`src/rtl/serial_full_adder_if.sv`:
```
// Request/result bundle for serial_full_adder.
// The ovf signal exists only when SERIAL_ADD_OVF_EN is defined.
interface serial_full_adder_if #(
  parameter int unsigned WIDTH = 8
);
  logic             start;
  logic [WIDTH-1:0] a;
  logic [WIDTH-1:0] b;
  logic             cin;
  logic             busy;
  logic             done;
  logic [WIDTH-1:0] sum;
  logic             cout;
`ifdef SERIAL_ADD_OVF_EN
  logic             ovf;
`endif

  modport master (
    output start, a, b, cin,
    input  busy, done, sum, cout
`ifdef SERIAL_ADD_OVF_EN
    , input ovf
`endif
  );

  modport slave (
    input  start, a, b, cin,
    output busy, done, sum, cout
`ifdef SERIAL_ADD_OVF_EN
    , output ovf
`endif
  );
endinterface

```
`src/rtl/serial_full_adder.sv`:
```
// Bit-serial WIDTH-bit adder: one full-adder cell plus a registered carry, LSB first.
// Define SERIAL_ADD_OVF_EN to add the signed-overflow output ovf.
module serial_full_adder #(
  parameter int unsigned WIDTH = 8
) (
  input  logic                clk,
  input  logic                rst_n,
  serial_full_adder_if.slave  bus
);

  localparam int unsigned CW = $clog2(WIDTH + 1);

  localparam logic [1:0] S_IDLE  = 2'd0;
  localparam logic [1:0] S_SHIFT = 2'd1;
  localparam logic [1:0] S_DONE  = 2'd2;

  logic [1:0]       state_q, state_d;
  logic [WIDTH-1:0] a_sh_q, a_sh_d;
  logic [WIDTH-1:0] b_sh_q, b_sh_d;
  logic [WIDTH-1:0] psum_q, psum_d;
  logic [WIDTH-1:0] sum_q, sum_d;
  logic [CW-1:0]    cnt_q, cnt_d;
  logic             c_q, c_d;
  logic             cout_q, cout_d;
  logic             busy_q, busy_d;
  logic             done_q, done_d;
  logic             s_c, carry_c;
`ifdef SERIAL_ADD_OVF_EN
  logic             a_msb_q, a_msb_d;
  logic             b_msb_q, b_msb_d;
  logic             ovf_q, ovf_d;
`endif

  // The single full-adder cell.
  assign s_c     = a_sh_q[0] ^ b_sh_q[0] ^ c_q;
  assign carry_c = (a_sh_q[0] & b_sh_q[0]) | (a_sh_q[0] & c_q) | (b_sh_q[0] & c_q);

  always_ff @(posedge clk or negedge rst_n) begin
    if (!rst_n) begin
      state_q <= S_IDLE;
      a_sh_q  <= '0;
      b_sh_q  <= '0;
      psum_q  <= '0;
      sum_q   <= '0;
      cnt_q   <= '0;
      c_q     <= 1'b0;
      cout_q  <= 1'b0;
      busy_q  <= 1'b0;
      done_q  <= 1'b0;
`ifdef SERIAL_ADD_OVF_EN
      a_msb_q <= 1'b0;
      b_msb_q <= 1'b0;
      ovf_q   <= 1'b0;
`endif
    end else begin
      state_q <= state_d;
      a_sh_q  <= a_sh_d;
      b_sh_q  <= b_sh_d;
      psum_q  <= psum_d;
      sum_q   <= sum_d;
      cnt_q   <= cnt_d;
      c_q     <= c_d;
      cout_q  <= cout_d;
      busy_q  <= busy_d;
      done_q  <= done_d;
`ifdef SERIAL_ADD_OVF_EN
      a_msb_q <= a_msb_d;
      b_msb_q <= b_msb_d;
      ovf_q   <= ovf_d;
`endif
    end
  end

  // Next-state and datapath control; sum/cout only update on completion.
  always_comb begin
    state_d = state_q;
    a_sh_d  = a_sh_q;
    b_sh_d  = b_sh_q;
    psum_d  = psum_q;
    sum_d   = sum_q;
    cnt_d   = cnt_q;
    c_d     = c_q;
    cout_d  = cout_q;
    busy_d  = 1'b0;
    done_d  = 1'b0;
`ifdef SERIAL_ADD_OVF_EN
    a_msb_d = a_msb_q;
    b_msb_d = b_msb_q;
    ovf_d   = ovf_q;
`endif

    case (state_q)
      S_IDLE, S_DONE: begin
        if (bus.start) begin
          a_sh_d  = bus.a;
          b_sh_d  = bus.b;
          c_d     = bus.cin;
          cnt_d   = '0;
          busy_d  = 1'b1;
          state_d = S_SHIFT;
`ifdef SERIAL_ADD_OVF_EN
          a_msb_d = bus.a[WIDTH-1];
          b_msb_d = bus.b[WIDTH-1];
`endif
        end else begin
          state_d = S_IDLE;
        end
      end
      S_SHIFT: begin
        busy_d = 1'b1;
        a_sh_d = {1'b0, a_sh_q[WIDTH-1:1]};
        b_sh_d = {1'b0, b_sh_q[WIDTH-1:1]};
        c_d    = carry_c;
        cnt_d  = cnt_q + CW'(1);
        psum_d = {s_c, psum_q[WIDTH-1:1]};
        if (cnt_q == CW'(WIDTH - 1)) begin
          sum_d   = {s_c, psum_q[WIDTH-1:1]};
          cout_d  = carry_c;
          busy_d  = 1'b0;
          done_d  = 1'b1;
          state_d = S_DONE;
`ifdef SERIAL_ADD_OVF_EN
          ovf_d   = (a_msb_q == b_msb_q) && (s_c != a_msb_q);
`endif
        end
      end
      default: state_d = S_IDLE;
    endcase
  end

  assign bus.busy = busy_q;
  assign bus.done = done_q;
  assign bus.sum  = sum_q;
  assign bus.cout = cout_q;
`ifdef SERIAL_ADD_OVF_EN
  assign bus.ovf  = ovf_q;
`endif

endmodule

```
`src/flat_wrapper.sv`:
```
// flat-port wrapper written by rule: the top's interface ports become plain ports
module serial_full_adder_flat 
#(
  parameter int unsigned WIDTH = 8
)
  (clk, rst_n, bus_start, bus_a, bus_b, bus_cin, bus_busy, bus_done, bus_sum, bus_cout);
  serial_full_adder_if #(.WIDTH(WIDTH)) bus_i ();
  input  logic clk;
  input  logic rst_n;
  input wire logic [$bits(bus_i.start)-1:0] bus_start;
  input wire logic [$bits(bus_i.a)-1:0] bus_a;
  input wire logic [$bits(bus_i.b)-1:0] bus_b;
  input wire logic [$bits(bus_i.cin)-1:0] bus_cin;
  output wire logic [$bits(bus_i.busy)-1:0] bus_busy;
  output wire logic [$bits(bus_i.done)-1:0] bus_done;
  output wire logic [$bits(bus_i.sum)-1:0] bus_sum;
  output wire logic [$bits(bus_i.cout)-1:0] bus_cout;
  assign bus_i.start = bus_start;
  assign bus_i.a = bus_a;
  assign bus_i.b = bus_b;
  assign bus_i.cin = bus_cin;
  assign bus_busy = bus_i.busy;
  assign bus_done = bus_i.done;
  assign bus_sum = bus_i.sum;
  assign bus_cout = bus_i.cout;
  serial_full_adder #(.WIDTH(WIDTH)) u_core (.clk(clk), .rst_n(rst_n), .bus(bus_i));
endmodule
```
`config.mk`:
```
export PLATFORM = sky130hd
export DESIGN_NAME = serial_full_adder_flat
export DESIGN_NICKNAME = d
export VERILOG_FILES = /design/src/rtl/serial_full_adder_if.sv /design/src/rtl/serial_full_adder.sv /design/src/flat_wrapper.sv
export SDC_FILE = /design/constraint.sdc
export NUM_CORES = 1
export LEC_CHECK = 0
export ABC_AREA = 1
export CAP_MARGIN = 20
export CORE_ASPECT_RATIO = 1.4
export CORE_MARGIN = 1
export CORE_UTILIZATION = 25
export DETAILED_ROUTE_END_ITERATION = 12
export PLACE_DENSITY = 0.51
export SYNTH_ARGS = -nofsm -noshare
export SYNTH_HDL_FRONTEND = slang
export SYNTH_SLANG_ARGS = --single-unit
```
`constraint.sdc`:
```
create_clock -name clk -period 2.3 [get_ports clk]
set_input_delay 0.46 -clock clk [delete_from_list [all_inputs] [get_ports clk]]
set_output_delay 0.46 -clock clk [all_outputs]
set_load 0.02 [all_outputs]
```
# Word level (Yosys, flattened, before mapping)
# Index checks and enable logic that the tools add are counted.
# Widths: inputs -> output; s select.
# op_classes
n_addsub	1
n_mux	16
order_cmp	0
n_reduce_logical	5
bitwise_logic	7
shifts	0
n_eq_ne	5
mul	0
div_mod_pow	0
# ops
cell	count
$pmux 8 s2	2
$mux 8	2
$pmux 4 s2	1
$mux 1	6
$add 4x1->4 const B	1
$eq 4x3->1 const B	1
$mux 4	1
$pmux 1 s2	2
$pmux 2 s2	1
$reduce_and 2->1	2
$and 1x1->1	3
$eq 2x1->1 const B	1
$eq 2x2->1 const B	1
$logic_not 2->1	1
$mux 2	1
$ne 2x1->1 const B	1
$ne 2x2->1 const B	1
$or 1x1->1	2
$reduce_bool 2->1	1
$reduce_or 2->1	1
$xor 1x1->1	2
# totals
register_bits	42
input_bits	20
memories	0
latchBits	0
mem_bits_ro	0
ram_bits	0

# Logic depth before layout (Yosys ltp)
# depth
ltp_word	4
depth_mapped	8
ltp_nobuf	7

# Worst setup path after synthesis
# Ideal clock, no wire load.
# synth_path
kind	flip-flop to flip-flop
from	register u_core.cnt_q[0]
to	register u_core.sum_q[7] (netlist: u_core.bus.sum[7])
arrival_ps	1008
t_required_ps	2183
period_less_slack_ps	1124
stages_incl_launch_ff	7
path_buffers	0
path_slack_ps	1176
cell_sequence	dfrtp_1 > ha_1 > nand2_1 > nor2_1 > nand2_2 > nand2_1 > nand2_1
# synth_via
elab_chain_len	2
# synth_rtl
element	line	rtl
start, declared	serial_full_adder.sv:22	logic [CW-1:0] cnt_q, cnt_d;
start signal, assigned	serial_full_adder.sv:61	cnt_q <= cnt_d;
$eq 4x3->1	serial_full_adder.sv:116	if (cnt_q == CW'(WIDTH - 1)) begin
$reduce_and 2->1 (no line)	--	
end signal, assigned	serial_full_adder.sv:60	sum_q <= sum_d;
end, declared	serial_full_adder.sv:21	logic [WIDTH-1:0] sum_q, sum_d;
# No other way between the ends.
# A chain may end at the register's enable or synchronous reset.

# Worst setup path in the final report
# layout_path
from	register u_core.sum_q[7] (netlist: u_core.bus.sum[7])
to	output port bus_sum[7]
# layout_rtl
element	line	rtl
end, declared	flat_wrapper.sv:16	output wire logic [$bits(bus_i.sum)-1:0] bus_sum;
# No word-level cell between the ends.

==> metrics <==
die area roughly 7500 µm²; post-synthesis cell area ~1800 µm²; Reg clk slew, reported paths 0.08 ns; final setup vio count 0; pwr/cell area 1285 nW/µm²; # fillers 786; CP Buf/Inv Count 1; slowest stage delay, CP around 0.61 ns; Post-Synthesis Cells 224; Slew Limit Headroom between 60% and 70%; PortBufs 30; DRT antenna net count 0; RSZ-0062 raised after global routing false; Yosys cell types 18; Hold WC Path Type input port to asynchronous set/reset pin; commonest non-fill, non-tap cells in the layout nand2_1 (133), dfrtp_1 (41), clkdlybuf4s50_1 (29), inv_1 (22), clkbuf_8 (7); wire per inst roughly 9.4 µm; initial antenna violation count 0; gpl congestion roughly 0.7; nets 281; dpl hpwl 2.261 mm; Synth Flop Type dfrtp_1; global route overflow 0; crit path time final 1.724 ns; CP delay by family, top buffers and inverters; Slew Limit Fails 0; vias in the first global route 1361; total CTS buffers 5; die width around 73 µm; core area ~6900 µm²; Async SR Flop Fraction 100.0%; Via Count between 1000 and 1500; Tot GR Track Use about a tenth; post-synthesis sequential area ratio between 50 and 60%; die span in y 101.9 µm; Static Leak approximately 1.2 nW; H-tree depth 2; row cnt 36; number of synthesized flops with an enable pin 0; Initial Util roughly 26%; most common cell after layout, fill and taps aside nand2_1; Clk Latency, worst-skew pair approximately 0.29 ns; cts repair resizes 0; total power between 0.002 and 0.003 W; MaxCap Viol Count 0; CP max-delay cell clkdlybuf4s50_1; first-pass GRT wire length slightly below 6 mm; status finished clean; synthesis-stage register bit count 41; mean number of vias per cell around 4; Final Cycle Share between 70% and 80%; yosys warns 0; layout cells sized above 1 around 6.9%; Final Hold Fails 0; clk sinks 41; Synth Area per Inst between 7 and 8 µm²; ant diodes 0; Worst Path Required between 1.5 and 2 ns; Post-Synthesis Net Count 246; CTS tree done; post-route design area between 2000 and 2500 µm²; worst-margin pin slew ~0.53 ns; Longest Clk Path Bufs 2; Critical Path End Type output pin; Max FO, Critical Path 2; Worst setup SP type flip-flop; critical path arrival between 1 and 1.5 ns; # hold bufs at CTS 0; area delta synth->final 28.28%; Starting DRT DRC Count 57; pin count of the biggest net entering global routing 42; crit path cell chain clkdlybuf4s50_1; post-CTS setup buffer count 0; placed cell areas approximately 2200 µm²; Setup Skew just under 0.006 ns; fmax 579.9 MHz; Sum Neg Setup Slack 0 ns; Crit Path Class flip-flop to output pin; Peak VDD IR roughly 0.38 mV; CTS root buffer clkbuf_8; first drt pass iteration count 4; I/O pins 31; WL final 3.345 mm; drc violations 0
state kept, by name, summed over array words and instances, names as in the netlist:
signal,cells
u_core.a_sh_q,8
u_core.b_sh_q,8
u_core.bus.sum,8
u_core.psum_q,7
u_core.cnt_q,4
u_core.state_q,2
u_core.bus.busy,1
u_core.bus.cout,1
u_core.bus.done,1
u_core.c_q,1
area by class of cell:
type / instances / area, µm² / area share (%)
Clock buffer: 7 / 96.34 / 4.212
Clock inverter: 1 / 5.005 / 0.2188
Inverter: 23 / 86.33 / 3.775
Multi-Input combinational cell: 154 / 629.4 / 27.52
Sequential cell: 41 / 1026 / 44.86
Tap cell: 95 / 118.9 / 5.197
Timing Repair Buffer: 34 / 325.3 / 14.22
worst paths after layout:
kind | from | to | cells after the start | slack, ns
worst max-delay path | u_core.bus.sum[7]$_DFFE_PN0P_ | bus_sum[7] | 1 | 0.58
worst min-delay path | rst_n | u_core.bus.sum[1]$_DFFE_PN0P_ | 2 | 0.22
worst max register to register | u_core.state_q[0]$_DFFE_PN0P_ | u_core.a_sh_q[1]$_DFFE_PN0P_ | 7 | 0.79
worst min register to register | u_core.psum_q[1]$_DFFE_PN0P_ | u_core.bus.sum[0]$_DFFE_PN0P_ | 2 | 0.47
max in group asynchronous | rst_n | u_core.a_sh_q[2]$_DFFE_PN0P_ | 2 | 1.71
min in group clk | u_core.psum_q[1]$_DFFE_PN0P_ | u_core.bus.sum[0]$_DFFE_PN0P_ | 2 | 0.47
layer usage:
metal	GRT usage, %	wire length, µm
met1	12.50	1563
met2	17.38	1595
met3	3.353	135
met4	3.994	50
met5	0	0
power by group:
part           switching (W)  total, W  internal (W)
clock               0.000241  0.000512      0.000271
combinational       0.000701   0.00119      0.000488
sequential          0.000193   0.00124       0.00104
cells in the mapped netlist (2+ instances only):
library cell,instances,area share [%]
nor2_2,2,0.70
nand2_1,133,28
o21ai_0,4,1.1
dfrtp_1,41,58
nand3_1,4,1.1
nor2_1,3,0.63
o21ai_1,2,0.56
inv_1,22,4.6
buf_2,3,0.84
buf_4,2,0.84
cells by family after synthesis:
| kind of cell | after synthesis | share of synthesized area, % |
|---|---|---|
| fa+ha+maj | 2 | 1.824 |
| simple gates | 145 | 31.51 |
| flops | 41 | 57.54 |
| compound gates | 7 | 1.965 |
| buf+inv | 29 | 7.157 |
per-stage QoR:
stage | util, % | instances | hold WS [ns] | worst slack, ns
2_1_floorplan | - | 224 | 0.1644 | 1.176
5_1_grt | 32.97 | 355 | 0.2916 | 0.5277
3_5_place_dp | 31.51 | 347 | 0.4579 | 0.6620
6_report | 32.97 | 355 | 0.2232 | 0.5756
4_1_cts | 32.97 | 355 | 0.2503 | 0.5549
3_3_place_gp | 31.51 | 347 | 0.4553 | 0.6713
(Power assumes the default switching activity.)
